[config.mk]
export PLATFORM = sky130hd
export DESIGN_NAME = mem_arbiter
export DESIGN_NICKNAME = d
export VERILOG_FILES = /design/src/rtl/mem_arbiter.sv
export SDC_FILE = /design/constraint.sdc
export NUM_CORES = 1
export LEC_CHECK = 0
export ABC_AREA = 0
export BUFFER_PORTS_ARGS = -buffer_cell sky130_fd_sc_hd__buf_2
export CAP_MARGIN = 20
export CELL_PAD_IN_SITES_DETAIL_PLACEMENT = 1
export CELL_PAD_IN_SITES_GLOBAL_PLACEMENT = 1
export CORE_ASPECT_RATIO = 0.8
export CORE_UTILIZATION = 40
export DETAILED_ROUTE_END_ITERATION = 10
export GPL_TIMING_DRIVEN = 0
export MAX_ROUTING_LAYER = met4
export PLACE_DENSITY = 0.95
export SLEW_MARGIN = 20
export SYNTH_ARGS = -nofsm -noshare
export SYNTH_HDL_FRONTEND = slang
export SYNTH_SLANG_ARGS = --single-unit
[constraint.sdc]
create_clock -name clk -period 2.9 [get_ports clk]
set_input_delay 0.145 -clock clk [delete_from_list [all_inputs] [get_ports clk]]
set_output_delay 0.145 -clock clk [all_outputs]
set_load 0.01 [all_outputs]
[src/rtl/mem_arbiter.sv]
// Two-port (instruction fetch / data load-store) arbiter onto one shared memory port.
// Grant takes one edge; completion is combinational pass-through; requesters stall via busywait.
module mem_arbiter #(
  parameter int STARVE_LIMIT = 4
) (
  input  logic        clk,
  input  logic        reset,
  input  logic        instr_read,
  input  logic [31:0] instr_addr,
  output logic [31:0] instr_readdata,
  output logic        instr_busywait,
  input  logic [3:0]  data_read,
  input  logic [2:0]  data_write,
  input  logic [31:0] data_addr,
  input  logic [31:0] data_writedata,
  output logic [31:0] data_readdata,
  output logic        data_busywait,
  output logic [3:0]  mem_read,
  output logic [2:0]  mem_write,
  output logic [31:0] mem_addr,
  output logic [31:0] mem_writedata,
  input  logic [31:0] mem_readdata,
  input  logic        mem_busywait
);

  typedef enum logic [1:0] {IDLE, SERVE_I, SERVE_D} state_t;

  localparam logic [2:0] LIMIT     = 3'(STARVE_LIMIT);
  localparam logic [3:0] WORD_LOAD = 4'b1010;

  state_t      state, state_nxt;
  logic [2:0]  starve_cnt;
  logic [31:0] lat_addr;
  logic [3:0]  lat_read;
  logic [2:0]  lat_write;
  logic [31:0] lat_wdata;
  logic [31:0] instr_rdata_q;
  logic [31:0] data_rdata_q;

  logic i_req, d_req, grant_i, grant_d, mem_done;

  assign i_req    = instr_read;
  assign d_req    = data_read[3] | data_write[2];
  // Data side normally wins; a starved fetch port overrides it once.
  assign grant_i  = i_req & (~d_req | (starve_cnt == LIMIT));
  assign grant_d  = d_req & ~grant_i;
  assign mem_done = ~mem_busywait;

  always_ff @(posedge clk or negedge reset) begin
    if (!reset) state <= IDLE;
    else        state <= state_nxt;
  end

  always_comb begin
    state_nxt = state;
    case (state)
      IDLE: begin
        if (grant_i)      state_nxt = SERVE_I;
        else if (grant_d) state_nxt = SERVE_D;
      end
      SERVE_I, SERVE_D: begin
        if (mem_done) state_nxt = IDLE;
      end
      default: state_nxt = IDLE;
    endcase
  end

  always_ff @(posedge clk or negedge reset) begin
    if (!reset) begin
      starve_cnt    <= '0;
      lat_addr      <= '0;
      lat_read      <= '0;
      lat_write     <= '0;
      lat_wdata     <= '0;
      instr_rdata_q <= '0;
      data_rdata_q  <= '0;
    end else begin
      if (state == IDLE) begin
        if (grant_i) begin
          lat_addr   <= instr_addr;
          lat_read   <= WORD_LOAD;
          lat_write  <= '0;
          lat_wdata  <= '0;
          starve_cnt <= '0;
        end else if (grant_d) begin
          lat_addr  <= data_addr;
          lat_read  <= data_read;
          lat_write <= data_write;
          lat_wdata <= data_writedata;
          if (i_req && (starve_cnt < LIMIT)) starve_cnt <= starve_cnt + 3'd1;
        end
      end
      if ((state == SERVE_I) && mem_done) instr_rdata_q <= mem_readdata;
      // Stores complete without touching the load-data holding register.
      if ((state == SERVE_D) && mem_done && lat_read[3]) data_rdata_q <= mem_readdata;
    end
  end

  always_comb begin
    mem_read       = '0;
    mem_write      = '0;
    mem_addr       = '0;
    mem_writedata  = '0;
    instr_busywait = i_req;
    data_busywait  = d_req;
    instr_readdata = instr_rdata_q;
    data_readdata  = data_rdata_q;
    case (state)
      SERVE_I: begin
        mem_read       = WORD_LOAD;
        mem_addr       = lat_addr;
        instr_busywait = ~mem_done;
        if (mem_done) instr_readdata = mem_readdata;
      end
      SERVE_D: begin
        mem_read      = lat_read;
        mem_write     = lat_write;
        mem_addr      = lat_addr;
        mem_writedata = lat_wdata;
        data_busywait = ~mem_done;
        if (mem_done && lat_read[3]) data_readdata = mem_readdata;
      end
      default: ;
    endcase
  end

endmodule

==> results of run 1 <==
## metal layers
layer  wire length, um  up-vias  part of all wire (%)
met3              1768       58                   6.3
li1                  -     2890                     -
met1             10860     3377                    39
met5                 0        -                     0
met2             14570      336                    52
met4               724        0                   2.6
## power groups by stage
stage                     combinational [mW]  clock [mW]  sequential [mW]
after floorplan                         3.39           0             3.27
after CTS                               5.56        2.45             3.46
after detailed placement                5.38           0             3.47
final                                   5.75        2.45             3.53
after global routing                    6.12        2.55             3.62
after global placement                  5.16           0             3.36
## repair_timing
action                    CTS  global route
hold endpoints to repair  150             0
hold buffers               80             0
resized for setup           0             0
setup buffers               0             0
## Yosys cell counts, types with 4 or more instances
master	instances	area, um^2
mux2_2	128	1441
clkbuf_1	28	105.1
buf_2	19	95.09
a21oi_1	36	180.2
inv_1	7	26.28
ha_1	5	62.56
a31oi_1	33	206.5
and2_1	67	419.2
nor2_1	34	127.6
nand2_1	4	15.01
o21ai_1	5	25.02
o21ai_0	29	145.1
dfrtp_1	140	3503
a22o_1	41	359.1
## state kept, by name, indices dropped and copies added, names as in the netlist
name,cells
data_rdata_q,32
instr_rdata_q,32
lat_addr,32
lat_read,4
lat_wdata,32
lat_write,3
starve_cnt,3
state,2
## kinds of logic after synthesis
family	Yosys count	synth area share, %
AOI/OAI and AO/OA	152	14.69
DFF	140	50.97
muxes	128	20.97
and+or+nand+nor	113	8.829
buffers and inverters	57	3.623
adders and majority gates	5	0.9102
## final timing paths
kind                       depth (start not counted)       startpoint                end
max                                                6         state[0]  data_readdata[18]
min                                                2  mem_readdata[1]    data_rdata_q[1]
max reg2reg                                        7         state[0]       lat_addr[21]
min reg2reg                                        1    lat_wdata[26]      lat_wdata[26]
max in group asynchronous                          3            reset       lat_wdata[4]
min in group asynchronous                          2            reset       lat_addr[11]
## through the flow
stage                     setup slack, ps  utilization (%)  std cells  TNS, ps  cell area (um^2)
after floorplan                      1254                -        595        0              6873
after global placement             -347.1            51.11       1088   -47030              8514
after detailed placement            697.8            51.34       1089        0              8552
after CTS                           251.6            60.02       1201        0              9998
after global routing                126.2            60.02       1201        0              9998
final                               270.3            60.02       1201        0              9998
## area by class of cell
| class | instances | area, um^2 |
|---|---|---|
| Buffer | 50 | 222.7 |
| Clock buffer | 19 | 432.9 |
| Clock inverter | 13 | 212.7 |
| Fill cell | 1843 | 6660 |
| Inverter | 7 | 26.28 |
| Multi-Input combinational cell | 398 | 3120 |
| Sequential cell | 140 | 3503 |
| Tap cell | 220 | 275.3 |
| Timing Repair Buffer | 354 | 2205 |
==> results.yml, run 1 <==
outcome:
  status: "finished clean"
pwr:
  finalPower_mw: 11.72
  p_leak_nw: 4.866
  p_clk_share_pct: 20.9
  p_int_mw: 7.041
  p_per_area_nw_per_um2: 1173
  swShare_pct: 39.94
  power_frac_seq_pct: 30.1
  comb_power_share_pct: 49.0
  p_switching_mw: 4.682
  ir_drop_v: 0.0005307
worst_setup_path:
  endpoint_kind: "output port"
  crit_top_cell: "buf_2"
  slowest_delay_ps: 400
  required_ps: 2760
  critPathBufInv: 3
  path_delay_family: "buffers and inverters"
  rrSetupSlack_ps: 850
  crit_type: "reg2out"
  arrival_ps: 2480
  path_cells: "inv_1 -> ha_1 -> nand3_1 -> buf_2 -> mux2_2 -> buf_2"
  start_kind: "flip-flop"
  cp_slowest_cell: "nand3_1"
  crit_fanout: 10
layout:
  diodes: 0
  syn2layout_area_growth_pct: 45.48
  final_common_cell: "buf_2"
  final_cell_mix: "291 x buf_2, 140 x dfrtp_1, 128 x mux2_2"
  layout.nets: 1112
  drive_above_1_share_pct: 46.59
worst_hold_path:
  hold_class: "in2reg"
drt:
  via_count: 6661
  wl_um: 27920
  wl_per_cell_um: 23.25
  routed_via_density: 5.546
  first_iter_violations: 284
  ant_nets: 0
  drcViolationCount: 0
  dr.pass1.iters: 4
floorplan:
  fp.dieH_um: 119.2
  io_pins: 276
  start_util_pct: 41.26
  coreArea_um2: 16660
  die_x_um: 148.6
  floorplan.rows: 42
  fp.dieArea_um2: 17710
synth:
  post_synth.cell_area_avg_um2: 11.55
  yosys_warnings: 0
  ys_seq_elements: 140
  synth_edf_count: 0
  async_reset_ff_share_pct: 100.0
  ys.flop_type: "dfrtp_1"
  yosysSeqAreaShare_pct: 50.97
  syn_inst: 595
  synth.net_count: 739
  yosysUniqueCellTypes: 26
  syn_area_um2: 6873
clock_network:
  clk-insertion-delay-late_ps: 420
  tritoncts: "built"
  clkTransAtPathRegs_ps: 70
  cts.sinks: 140
  clock-root-buffer: "clkbuf_16"
  cts-buffers-inserted: 17
  htree_num_levels: 4
  ctsLongestPathBuffers: 2
place:
  dpl.hpwl_um: 17080
  port_buffers: 273
  gp_congestion: 0.8117
global_routing:
  grtUsageTotal_pct: 33.32
  overflow: 0
  top_usage_layer: "met2"
  grtUsageMet1_pct: 36.75
  met2_usage_pct: 58.35
  grt_max_degree: 79
  grt_use_met3_pct: 7.854
  grt_pass1_vias: 7464
  antenna_found_initial: 0
  grt_pass1_wl_um: 43260
timing:
  max_slew_margin_pct: 53.61
  period_needed_ps: 2630
  worstMarginPinSlew_ps: 695.8
  whs_ps: 8.561
  final-max-slew-violation-count: 0
  hold_viol_final: 0
  finalCritPeriodShare_pct: 90.68
  rsz0062_at_grt: "false"
  finClkSkew_ps: 9.927
  max_freq_mhz: 380.3
  finalSetupViolations: 0
run:
  max_cap_violations: 0
Power figures use the tool's default switching activity.
==> inputs of run 2 (changes only) <==
--- a/config.mk
+++ b/config.mk
@@ -11,11 +11,12 @@
 export CELL_PAD_IN_SITES_DETAIL_PLACEMENT = 1
 export CELL_PAD_IN_SITES_GLOBAL_PLACEMENT = 1
 export CORE_ASPECT_RATIO = 0.8
-export CORE_UTILIZATION = 40
+export CORE_MARGIN = 2
+export CORE_UTILIZATION = 38
 export DETAILED_ROUTE_END_ITERATION = 10
 export GPL_TIMING_DRIVEN = 0
 export MAX_ROUTING_LAYER = met4
-export PLACE_DENSITY = 0.95
+export PLACE_DENSITY = 0.93
 export SLEW_MARGIN = 20
 export SYNTH_ARGS = -nofsm -noshare
 export SYNTH_HDL_FRONTEND = slang
==> constraint.sdc (replaced) <==
create_clock -name clk -period 2.9 [get_ports clk]
set_input_delay 0.29 -clock clk [delete_from_list [all_inputs] [get_ports clk]]
set_output_delay 0.29 -clock clk [all_outputs]
set_load 0.01 [all_outputs]
==> run 2 against run 1 <==
Against the previous run:
- non-clock buffer count down 79
- hold slack improved by 78 ps
- global-route usage decreased by 8.3 points
- clock skew increased by 6.7 ps
- cell area fell by 7.9%
- register-to-register slack gained 30 ps
- first-iteration DRC count decreased by 14%
- critical endpoint is now data_readdata[28]
==> results.yml, run 2 (same netlist as run 1, synthesis figures left out) <==
worst_hold_path:
  min_to: "lat_write[0]"
  hold_class: "in2reg"
  min_from: "data_write[0]"
  worstHoldPathCells: 2
floorplan:
  io_pins: 276
  fp.dieArea_um2: 19180
  floorplan.rows: 43
  die_x_um: 154.4
  start_util_pct: 39.19
  coreArea_um2: 17540
  fp.dieH_um: 124.3
clock_network:
  tritoncts: "built"
  cts.sinks: 140
  clkTransAtPathRegs_ps: 70
  htree_num_levels: 4
  clock-root-buffer: "clkbuf_16"
  post_cts_buffers: 0
  ctsLongestPathBuffers: 2
  clk-insertion-delay-late_ps: 420
  cts-buffers-inserted: 17
drt:
  drcViolationCount: 0
  wl_per_cell_um: 20.69
  ant_nets: 0
  via_count: 6049
  dr.pass1.iters: 4
  first_iter_violations: 243
  routed_via_density: 5.367
  wl_um: 23320
timing:
  max_slew_margin_pct: 63.14
  final-max-slew-violation-count: 0
  worstMarginPinSlew_ps: 553.0
  rsz0062_at_grt: "false"
  max_freq_mhz: 365.7
  fin_setup_tns_ps: 0
  whs_ps: 86.37
  period_needed_ps: 2735
  hold_viol_final: 0
  finalSetupViolations: 0
  finClkSkew_ps: 16.62
  finalCritPeriodShare_pct: 94.30
run:
  max_cap_violations: 0
pwr:
  p_per_area_nw_per_um2: 1223
  ir_drop_v: 0.0005231
  p_leak_nw: 4.526
global_routing:
  grtUsageTotal_pct: 24.99
  grt_pass1_wl_um: 36200
  grt_pass1_vias: 6494
  antenna_found_initial: 0
  overflow: 0
  grt_max_degree: 73
place:
  place_area_um2: 8558
  port_buffers: 273
  placedCellCount: 1094
  dpl.hpwl_um: 16790
  gp_congestion: 0.8769
worst_setup_path:
  start_kind: "flip-flop"
  path_cells: "inv_1 -> ha_1 -> nand3_1 -> buf_2 -> mux2_2 -> buf_2"
  required_ps: 2610
  reg2reg_depth: 6
  crit_top_cell: "buf_2"
  rr_endpoint: "lat_addr[12]"
  critPathBufInv: 3
  slowest_delay_ps: 410
  rrSetupSlack_ps: 880
  crit_fanout: 10
  cp_slowest_cell: "mux2_2"
  crit_type: "reg2out"
  path_delay_family: "buffers and inverters"
  arrival_ps: 2440
  timing.rr.start: "starve_cnt[0]"
  endpoint_kind: "output port"
layout:
  final_cell_mix: "291 x buf_2, 140 x dfrtp_1, 128 x mux2_2"
  diodes: 0
  final_util_pct: 52.50
  drive_above_1_share_pct: 50.89
  final_common_cell: "buf_2"
  layout.nets: 1033
  syn2layout_area_growth_pct: 33.99
  fin_cells: 1127
  fin_area_um2: 9209
outcome:
  status: "finished clean"
-- run 2: cell count changes in the layout (fill, tap and decap cells not counted), sizes merged --
cell         before  now
bufinv            5    4
clkinv            6    4
clkinvlp          0    3
dlygate4sd3      80    1
-- run 2: layout make-up --
cell class / count / area (um^2)
repair buffers: 275 / 1414
clock inverters: 13 / 187.7
flip-flops and latches: 140 / 3503
clock buffers: 19 / 452.9
fillers: 1992 / 8330
plain buffers: 50 / 222.7
multi-input cells: 398 / 3120
well taps: 225 / 281.5
inverters: 7 / 26.28
-- run 2: repair_timing --
action | CTS | global route
gates resized for setup | 0 | 0
hold buffers | 1 | 0
endpoints found under the hold margin | 68 | 0
-- run 2: how the worst max path moves through the flow --
stage	slack (ps)	start	cells past startpoint	to
2_1_floorplan	1110	state[0]	5	data_readdata[0]
3_3_place_gp	-510	reset	1	lat_addr[26]
3_5_place_dp	590	state[0]	6	mem_addr[2]
4_1_cts	120	state[0]	6	data_readdata[28]
5_1_grt	1	state[0]	6	data_readdata[4]
6_report	170	state[0]	6	data_readdata[28]
-- run 2: routing by layer --
metal | global-route usage, % | share of wire, %
met4 | 8.170 | 2.2
met5 | - | 0
met3 | 6.089 | 6.2
met2 | 41.94 | 50
met1 | 29.70 | 42
-- run 2: metrics by stage --
stage / worst slack, ps / total power [mW]
after floorplan: 1109 / 6.661
after global placement: -507.4 / 8.548
after detailed placement: 590.6 / 8.816
after CTS: 115.7 / 11.31
after global routing: 1.116 / 11.95
final: 165.2 / 11.26
-- run 2: report_power, final --
part / switching, mW / internal [mW]
registers: 0.539 / 2.93
clock network: 0.906 / 1.49
logic: 2.89 / 2.49
total: 4.34 / 6.92
